==> src/rtl/fibo_job_scheduler.sv <==
// Round-robin scheduler sharing one Fibonacci calculator among NREQ requesters; accept->CLR->START->WAIT->RESP.
// Out-of-range indices and calculator hangs become error responses; RESP holds until rsp_ready.
module fibo_job_scheduler #(
  parameter int NREQ    = 4,
  parameter int MAX_N   = 35,
  parameter int TIMEOUT = 64
) (
  input  logic              CLK,
  input  logic              RST_N,
  input  logic [NREQ-1:0]   req_valid,
  input  logic [5*NREQ-1:0] req_index,
  output logic [NREQ-1:0]   req_ready,
  output logic              rsp_valid,
  input  logic              rsp_ready,
  output logic [2:0]        rsp_id,
  output logic [27:0]       rsp_data,
  output logic              rsp_err,
  output logic              busy,
  output logic [4:0]        calc_input_s,
  output logic              calc_reset,
  output logic              calc_begin,
  input  logic [27:0]       calc_out,
  input  logic              calc_done
);
  localparam int CW = (TIMEOUT > 1) ? $clog2(TIMEOUT) : 1;

  typedef enum logic [2:0] {IDLE, CLR, START, WAIT, RESP} state_t;

  state_t      r_state;
  logic [2:0]  r_rr_ptr;
  logic [2:0]  r_job_id;
  logic [4:0]  r_job_idx;
  logic [27:0] r_rsp_data;
  logic        r_rsp_err;
  logic        r_rsp_valid;
  logic        r_busy;
  logic        r_clr;
  logic        r_calc_begin;
  logic [CW-1:0] r_cnt;

  logic        w_any;
  logic [2:0]  w_winner;
  logic [4:0]  w_win_idx;

  // Scan downward so the last hit is the first set bit at or after rr_ptr.
  always_comb begin
    w_any    = 1'b0;
    w_winner = r_rr_ptr;
    for (int k = NREQ - 1; k >= 0; k--) begin
      if (req_valid[(int'(r_rr_ptr) + k) % NREQ]) begin
        w_any    = 1'b1;
        w_winner = 3'((int'(r_rr_ptr) + k) % NREQ);
      end
    end
  end

  assign w_win_idx = req_index[int'(w_winner) * 5 +: 5];

  always_comb begin
    req_ready = '0;
    for (int i = 0; i < NREQ; i++) begin
      req_ready[i] = (r_state == IDLE) && w_any && (w_winner == 3'(i));
    end
  end

  always_ff @(posedge CLK) begin
    if (!RST_N) begin
      r_state      <= IDLE;
      r_rr_ptr     <= '0;
      r_job_id     <= '0;
      r_job_idx    <= '0;
      r_rsp_data   <= '0;
      r_rsp_err    <= 1'b0;
      r_rsp_valid  <= 1'b0;
      r_busy       <= 1'b0;
      r_clr        <= 1'b0;
      r_calc_begin <= 1'b0;
      r_cnt        <= '0;
    end else begin
      case (r_state)
        IDLE: begin
          if (w_any) begin
            r_job_id  <= w_winner;
            r_job_idx <= w_win_idx;
            r_busy    <= 1'b1;
            if (int'(w_win_idx) > MAX_N) begin
              r_rsp_data  <= '0;
              r_rsp_err   <= 1'b1;
              r_rsp_valid <= 1'b1;
              r_state     <= RESP;
            end else begin
              r_clr   <= 1'b1;
              r_state <= CLR;
            end
          end
        end
        CLR: begin
          r_clr        <= 1'b0;
          r_calc_begin <= 1'b1;
          r_state      <= START;
        end
        START: begin
          r_calc_begin <= 1'b0;
          r_cnt        <= '0;
          r_state      <= WAIT;
        end
        WAIT: begin
          // done has priority over the timeout in the same cycle
          if (calc_done) begin
            r_rsp_data  <= calc_out;
            r_rsp_err   <= 1'b0;
            r_rsp_valid <= 1'b1;
            r_state     <= RESP;
          end else if (r_cnt == CW'(TIMEOUT - 1)) begin
            r_rsp_data  <= '0;
            r_rsp_err   <= 1'b1;
            r_rsp_valid <= 1'b1;
            r_state     <= RESP;
          end else begin
            r_cnt <= r_cnt + CW'(1);
          end
        end
        RESP: begin
          if (rsp_ready) begin
            r_rr_ptr    <= 3'((int'(r_job_id) + 1) % NREQ);
            r_rsp_valid <= 1'b0;
            r_busy      <= 1'b0;
            r_state     <= IDLE;
          end
        end
        default: r_state <= IDLE;
      endcase
    end
  end

  assign rsp_valid    = r_rsp_valid;
  assign rsp_id       = r_job_id;
  assign rsp_data     = r_rsp_data;
  assign rsp_err      = r_rsp_err;
  assign busy         = r_busy;
  assign calc_input_s = r_job_idx;
  assign calc_begin   = r_calc_begin;
  assign calc_reset   = ~RST_N | r_clr;

endmodule
==> config.mk <==
export PLATFORM = sky130hd
export DESIGN_NAME = fibo_job_scheduler
export DESIGN_NICKNAME = d
export VERILOG_FILES = /design/src/rtl/fibo_job_scheduler.sv
export SDC_FILE = /design/constraint.sdc
export NUM_CORES = 1
export LEC_CHECK = 0
export ABC_CLOCK_PERIOD_IN_PS = 2000
export BUFFER_PORTS_ARGS = -buffer_cell sky130_fd_sc_hd__buf_4
export CAP_MARGIN = 20
export CORE_MARGIN = 10
export CORE_UTILIZATION = 47
export DETAILED_ROUTE_END_ITERATION = 12
export PLACE_DENSITY = 0.84
export SYNTH_ARGS = -nofsm -noshare
export SYNTH_HDL_FRONTEND = slang
export SYNTH_SLANG_ARGS = --single-unit
export TNS_END_PERCENT = 30
==> constraint.sdc <==
create_clock -name CLK -period 2 [get_ports CLK]
set_input_delay 0.2 -clock CLK [delete_from_list [all_inputs] [get_ports CLK]]
set_output_delay 0.2 -clock CLK [all_outputs]
set_load 0.05 [all_outputs]
# [After elaboration in Yosys (flattened, before gate mapping)]
# Cells that the tools add are included.
[totals] output_inout_bits=45 ff_bits=53 mem_bits_ro=0 input_bits=56 mem_bits_rw=0 mem_count=0 latchBits=0
[classes] n_mux=38 order_cmp=4 eq_ne=13 n_bitwise=6 n_reduce_logical=25 mul=1 n_addsub=5 div=0 shift=1
[op_table] op="28-bit two-way mux" count=2
[op_table] op="3-bit two-way mux" count=8
[op_table] op="20-bit by 7-bit indexed part select with 5-bit output" count=1
[op_table] op="1-bit two-way mux" count=16
[op_table] op="3-bit one-hot mux with 5 select lines" count=1
[op_table] op="3-bit by 2-bit == test with 1-bit output (second input constant)" count=4
[op_table] op="3-bit by 4-bit less-than comparator with 1-bit output (second input constant)" count=3
[op_table] op="6-bit two-way mux" count=2
[op_table] op="6-bit one-hot mux with 2 select lines" count=1
[op_table] op="3-bit AND reduction" count=4
[op_table] op="2-bit nonzero test" count=6
[op_table] op="1-bit binary-select mux with 2-bit select" count=4
[op_table] op="2-bit != test (second input constant)" count=4
[op_table] op="1-bit one-hot mux with 2 select lines" count=4
[op_table] op="2-bit AND reduction" count=4
[op_table] op="2-bit OR reduction" count=4
[op_table] op="6-bit by 1-bit adder with 6-bit output (second input constant)" count=1
[op_table] op="3-bit by 1-bit == test with 1-bit output (second input constant)" count=2
[op_table] op="6-bit == test (second input constant)" count=1
[op_table] op="3-bit zero test" count=2
[op_table] op="3-bit by 3-bit multiplier with 6-bit output (second input constant)" count=1
[op_table] op="1-bit logical AND" count=5
[op_table] op="2-bit by 1-bit adder with 2-bit output (second input constant)" count=2
[op_table] op="2-bit adder (second input constant)" count=2
[op_table] op="other kinds (6)" count=9

# [Logic depth before layout (Yosys ltp)]
# Gate-level depths: netlist of run 1.
[logic_depth] word_depth=12 mapped_depth=7 ltp_nobuf=5

# [Worst setup path after synthesis of run 1]
# OpenSTA, ideal clock, no wires.
[synth_timing] path_kind="reg2out" startpoint="register r_rr_ptr[1]" endpoint="output port req_ready[2]" arrival_time_ns=1.873 stages_incl_launch_ff=7 required_time_ns=1.800 slack_ns=-0.073 cell_sequence="dfxtp_1 -> nor3_1 -> a31o_2 -> o21ai_2 -> buf_4 -> inv_1 -> nor2_1"
[synth_via] elab_chain_len=10
[synth_rtl] element="start: declaration" line_no="30" rtl="logic [2:0] r_rr_ptr;"
[synth_rtl] element="start signal: assignment" line_no="125" rtl="r_rr_ptr <= 3'((int'(r_job_id) + 1) % NREQ);"
[synth_rtl] element="2-bit adder" line_no="50, 52"
[synth_rtl] element="1-bit binary-select mux with 2-bit select" line_no="50" rtl="if (req_valid[(int'(r_rr_ptr) + k) % NREQ]) begin"
[synth_rtl] element="1-bit two-way mux (implied by the code) (2 in series)" line_no="50"
[synth_rtl] element="3-bit two-way mux or 1-bit two-way mux (tied branches) (4 in series)" line_no="50"
[synth_rtl] element="3-bit by 2-bit == test with 1-bit output or 1-bit logical AND (tied branches)" line_no="62" rtl="req_ready[i] = (r_state == IDLE) && w_any && (w_winner == 3'(i));"
[synth_rtl] element="1-bit logical AND *" line_no="62"
[synth_rtl] element="end: declaration" line_no="12" rtl="output logic [NREQ-1:0] req_ready,"
# Mark *: on every way between the ends. The rest lies on a longest branch, timed or not. The select of a mux whose other input is x is not followed.

# [Final worst setup path of run 1]
[layout_timing] startpoint="register r_rr_ptr[1]" endpoint="output port req_ready[3]"
# Same word-level chain as after synthesis.

==> results of run 1 <==
[final cells by class]
cell class	count	area, um^2	area share
clock buffer	5	68.8	0.0219
sequential	51	1020	0.325
clock inverter	3	47.5	0.0151
multi-input combinational	173	1120	0.358
inverter	6	22.5	0.00717
tap	54	67.6	0.0215
timing repair buffer	105	788	0.251
[worst max-delay path, stage by stage (launching register included)]
cell and delay, ns:
dfxtp_2 0.40, nor3_1 0.07, a31o_2 0.22, o21ai_2 0.25, inv_1 0.10, nor2_1 0.13, buf_4 0.21
[kinds of logic (layout without fill, tap and decap cells)]
kind of cell             Yosys count  after routing  synth area share
AO/OA/AOI/OAI                     65             65             0.206
XOR/XNOR                           3              3            0.0117
adder cells (fa/ha/maj)            1              1           0.00558
buffers and inverters             22            119            0.0502
flip-flops                        51             51             0.455
multiplexers                      10             10            0.0446
other                              1              1           0.00167
AND/OR/NAND/NOR                   93             93             0.225
[power breakdown]
part           total [W]  internal [W]  switching (W)
registers        0.00109       0.00106      0.0000323
logic           0.000526      0.000211       0.000315
clock network   0.000733      0.000380       0.000353
total            0.00235       0.00165       0.000700
[worst paths after layout]
path / startpoint / to / slack, ns / depth (start not counted)
setup / recovery: r_rr_ptr[1] / req_ready[3] / 0.13 / 6
hold / removal: calc_out[9] / rsp_data[9] / 0.17 / 3
setup reg to reg: r_cnt[0] / r_cnt[4] / 0.22 / 5
hold reg to reg: rsp_valid / rsp_valid / 0.45 / 2
[cells in the mapped netlist]
cell,number
dfxtp_1,51
nor3b_1,2
nand2b_1,4
clkdlybuf4s15_2,1
xnor2_1,3
conb_1,1
a31oi_1,1
a211o_1,1
inv_1,6
nor4_1,1
o31ai_1,1
buf_4,3
and3_1,2
a21boi_0,3
or3_1,1
nand3_1,11
nor4_2,1
and3_2,1
nand2_1,16
a31o_2,1
nor3_1,4
clkbuf_1,8
buf_6,1
o21ai_0,8
o211a_1,1
nor2b_1,33
a21o_1,2
or4_1,1
a211oi_1,4
mux2i_1,10
nor2_1,12
a31o_1,1
o21ai_2,1
and2_1,4
ha_1,1
buf_2,3
o221ai_1,5
a21oi_1,7
a22oi_1,29
[layer usage]
layer,track usage,vias up,part of all wire
met5,0,-,0
met4,0.0506,0,0.018
met3,0.0547,8,0.070
met2,0.270,59,0.52
met1,0.182,967,0.39
li1,-,1067,-
[sequential cells by signal (all words and copies together), names as in the netlist, 2 cells and up]
| register | cells |
|---|---|
| r_state | 3 |
| r_rr_ptr | 2 |
| r_cnt | 6 |
| rsp_data | 28 |
| rsp_id | 2 |
| calc_input_s | 5 |
[through the flow]
step	utilization	setup WS [ns]
2_1_floorplan	-	-0.0734
3_3_place_gp	0.646	0.313
3_5_place_dp	0.646	0.238
4_1_cts	0.671	0.00616
5_1_grt	0.674	0.0122
6_report	0.674	0.128
[timing repair]
| action | CTS | global route |
|---|---|---|
| endpoints found under the setup margin | 0 | 4 |
| hold buffers | 0 | 0 |
| resized for setup | 0 | 3 |
==> results.yml, run 1 <==
power:
  design_power_total_w: 0.00235
  power_density_nw_per_um2: 749
  vdd_ir_drop_max_mv: 0.466
  total_leakage_power_nw: 1.32
synth:
  synth.largest_area_cell: "dfxtp_1"
  synth_fp_nets: 303
  syn_area_um2: 2240
  synth-warning-count: 0
  post_synth_main_area_contributors: "dfxtp_1 (46%), a22oi_1 (9.7%), nor2b_1 (9.2%), mux2i_1 (4.5%), nand2_1 (2.7%)"
  flip_flop_and_latch_count_after_synthesis: 51
  netlist.area_leader.share: 0.455
  post_synthesis_instance_total: 246
  synth_seq_area_share: 0.455
  synth_area_per_cell_um2: 9.12
  yosys.cell_types.count: 39
sta:
  final.period_utilization: 0.936
  final-hold-violation-count: 0
  fin_worst_skew_ns: 0.00753
  drv_slew: 0
  finalSetupViolations: 0
  worst_hold_slack_ns: 0.168
  unrepaired_setup_endpoints_after_global_routing: "false"
  fin_setup_tns_ns: 0
  fmaxAchievable_mhz: 534
  final.min_clock_period_ns: 1.87
drt:
  routed_wirelength_mm: 6.36
  dr.pass1.iters: 4
  drt_first_iter_violations: 117
  drc_violations_left: 0
  vias_per_cell: 5.29
  via_count: 2101
  drt.antenna.violating_nets: 0
  wl_per_cell_um: 16.0
clock_tree:
  clock_latency_ns: 0.30
  cts-buffers-inserted: 5
  cts_max_path_buffers: 2
  htree_levels: 2
  worst_setup_hold_path_clk_slew_ns: 0.10
  cts_sinks: 51
  root_buffer: "clkbuf_8"
  tritoncts: "built"
  cts_post_setup_buffers_inserted: 0
floorplan:
  die_h_um: 89.1
  placement_rows: 25
  initial_core_util: 0.481
  die_width_um: 89.1
  core-area_um2: 4660
  dieArea_um2: 7940
  io_pins: 101
worst_setup_path:
  critical_path_arrival_ns: 1.67
  critPathLaunchType: "flop"
  critPathKind: "reg -> out"
  worstPathRequired_ns: 1.80
  path_max_fanout: 7
  end_kind: "output pin"
cells_and_area:
  area_growth_syn_to_layout_pct: 40.0
  drive_above_1_share: 0.347
  finalNetCount: 399
  antenna_cells: 0
  final_cell_mix: "buf_4 (105), dfxtp_1 (50), nor2b_1 (33)"
  final_common_cell: "buf_4"
  finalNonFillerCells: 397
  final_cell_area_um2: 3140
  fillCellCount: 377
grt:
  antenna_violations_before_repair: 0
  grt_start_max_net_pins: 40
  overflow: 0
  grt_pass1_vias: 2168
  gr-usage-all-layers: 0.159
  grt_pass1_wl_mm: 10.2
status:
  status: "completed"
placed_design:
  place_congestion: 0.838
  numPortBuffers: 99
  placed_cells: 389
  dpl-instance-area_um2: 3010
  detailed_place_hpwl_mm: 4.80
job:
  drv_cap: 0
worst_hold_path:
  hp-class: "in -> reg"
Note: power is estimated with default switching activity, not from simulation.
==> run 2, diff against run 1 <==
ABC_AREA = 1   (was unset)
GPL_TIMING_DRIVEN = 0   (was unset)
PLACE_DENSITY = 0.83   (was 0.84)
==> results.yml, run 2 <==
status:
  status: "finished with violations"
  violations: "negative setup slack"
sta:
  fmaxAchievable_mhz: 455
  fin_worst_skew_ns: 0.00660
  fin_setup_tns_ns: -0.772
  drv_slew: 0
  unrepaired_setup_endpoints_after_global_routing: "true"
  final.period_utilization: 1.10
  final-hold-violation-count: 0
  final.min_clock_period_ns: 2.20
  final_critical_path_setup_slack_ns: -0.198
  finalSetupViolations: 5
floorplan:
  die_h_um: 90.9
  io_pins: 101
  die_width_um: 90.9
  initial_core_util: 0.494
  dieArea_um2: 8270
  placement_rows: 25
  core-area_um2: 4790
worst_setup_path:
  rr_endpoint: "rsp_id[1]"
  setup.reg_to_reg.worst_slack_ns: -0.04
  critical_path_arrival_ns: 2.00
  end_kind: "output pin"
  path_max_fanout: 7
  critPathLaunchType: "flop"
  worst-r2r-cell-count: 16
  worst_setup_path_endpoint: "req_ready[1]"
  reg2reg_from: "r_rr_ptr[1]"
  timing.critical_path.from: "r_rr_ptr[0]"
  critPathKind: "reg -> out"
  worstPathRequired_ns: 1.80
placed_design:
  numPortBuffers: 99
  place_congestion: 0.830
  detailed_place_hpwl_mm: 5.36
cells_and_area:
  finalNetCount: 530
  antenna_cells: 0
  final_cell_mix: "buf_4 (119), nand2_1 (101), dfxtp_1 (49)"
  final_common_cell: "buf_4"
  drive_above_1_share: 0.414
  area_growth_syn_to_layout_pct: 57.0
  largest_reg_flops: 28
clock_tree:
  root_buffer: "clkbuf_8"
  cts-buffers-inserted: 5
  htree_levels: 2
  worst_setup_hold_path_clk_slew_ns: 0.10
  cts_max_path_buffers: 2
  tritoncts: "built"
  cts_sinks: 51
  clock_latency_ns: 0.31
grt:
  antenna_violations_before_repair: 0
  grt_pass1_vias: 2627
  met1_layer_usage_reported_by_global_route: 0.190
  gr-usage-all-layers: 0.176
  grt_pass1_wl_mm: 12.4
  global_route.peak_usage_layer: "met2"
  overflow: 0
  gr-usage-met2: 0.313
  grt_start_max_net_pins: 17
  globalRouteMet3Util: 0.0667
synth:
  synth_seq_area_share: 0.432
  number_of_flops_mapped_to_enable_cells_by_yosys: 0
  yosys.area_share.xor_xnor: 0.00741
  post_synthesis_instance_total: 342
  synth_compound_gate_area_share: 0.137
  synth-warning-count: 0
  synth_area_per_cell_um2: 6.91
  adder_cell_area_share_of_the_yosys_netlist: 0.00529
  synth.top_cells.by_count: "nand2_1 (119), dfxtp_1 (51), a21oi_1 (40)"
  synth.largest_area_cell: "dfxtp_1"
  yosys.area_share.simple: 0.330
  synth_fp_nets: 399
  yosys_most_used_dff: "dfxtp_1"
  yosys-mux-area-fraction: 0
  yosys.cell_types.count: 28
  syn_area_um2: 2360
  largest_family_of_logic_cells_by_synthesized_area: "simple AND/OR/NAND/NOR gates"
  post_synth_main_area_contributors: "dfxtp_1 (43%), nand2_1 (19%), a21oi_1 (8.5%), nand3_1 (6.3%), o21ai_0 (3.2%)"
  flip_flop_and_latch_count_after_synthesis: 51
  netlist.area_leader.share: 0.432
  leading_cell_type_by_number_of_instances_after_synthesis: "nand2_1"
  async_flop_share: 0
drt:
  drc_violations_left: 0
  drt.antenna.violating_nets: 0
  routed_wirelength_mm: 8.46
  wl_per_cell_um: 15.6
  drt_first_iter_violations: 196
  dr.pass1.iters: 5
  vias_per_cell: 5.25
  via_count: 2840
job:
  drv_cap: 0
worst_hold_path:
  hp-class: "in -> reg"
power:
  total_leakage_power_nw: 1.73
  design_power_total_w: 0.00273
  power_density_nw_per_um2: 736
  vdd_ir_drop_max_mv: 0.659
-- run 2: routing by layer --
layer / up-vias / wire length (um)
met5: - / 0
met4: 0 / 230
met1: 1321 / 3150
li1: 1356 / -
met2: 137 / 4280
met3: 26 / 789
-- run 2: critical path: stages, from the launching register on --
cell and delay [ns]:
dfxtp_2 0.34, buf_6 0.13, inv_8 0.08, nand2_2 0.06
nand2_2 0.08, nand2_2 0.07, nand2_2 0.09, inv_4 0.06
nand4_4 0.10, nand2_4 0.06, nor2_4 0.16, inv_4 0.07
nor2_4 0.10, nand2_2 0.07, inv_2 0.06, buf_8 0.14
-- run 2: worst min path at each step --
stage                      startpoint               to  slack, ns  depth (start not counted)
after floorplan                 RST_N  calc_input_s[2]       0.34                          2
after global placement          r_clr            r_clr       0.44                          2
after detailed placement        r_clr            r_clr       0.44                          2
after CTS                 calc_out[0]      rsp_data[0]       0.14                          3
after global routing      calc_out[0]      rsp_data[0]       0.13                          3
final                     calc_out[0]      rsp_data[0]       0.14                          3
-- run 2: layout make-up --
| cell class | instances | area, um^2 |
|---|---|---|
| buffer | 15 | 87.6 |
| clock buffer | 5 | 68.8 |
| inverter | 27 | 125 |
| multi-input combinational | 248 | 1290 |
| tap | 67 | 83.8 |
| timing repair buffer | 125 | 966 |
| sequential | 51 | 1020 |
| fill | 346 | 1070 |
| clock inverter | 3 | 67.6 |
-- run 2: per-stage QoR --
step / cell area [um^2] / hold slack [ns] / util / cells / worst slack, ns
after global placement: 3200 / 0.442 / 0.668 / 508 / 0.0619
final: 3710 / 0.141 / 0.776 / 541 / -0.198
after CTS: 3560 / 0.138 / 0.744 / 536 / -0.168
after detailed placement: 3200 / 0.445 / 0.668 / 508 / 0.0443
after floorplan: 2370 / 0.338 / - / 342 / -0.131
after global routing: 3710 / 0.132 / 0.776 / 541 / -0.298
-- run 2: kinds of logic (layout without fill, tap and decap cells) --
group	Yosys count	count (layout)
AO/OA/AOI/OAI	61	61
XOR/XNOR	2	2
adder cells (fa/ha/maj)	1	1
buffers and inverters	43	175
flip-flops	51	51
other	1	1
AND/OR/NAND/NOR	183	183
-- run 2: power by group --
part / internal (W) / switching (W)
logic: 0.000315 / 0.000468
clock network: 0.000499 / 0.000353
registers: 0.00106 / 0.0000350
-- run 2: timing repair --
item / in CTS / in global routing
resized for setup: 24 / 34
buffers inserted: 19 / 6
pin swaps: 14 / 17
cloned: 1 / 0
setup endpoints to repair: 4 / 27
hold buffers: 0 / 0
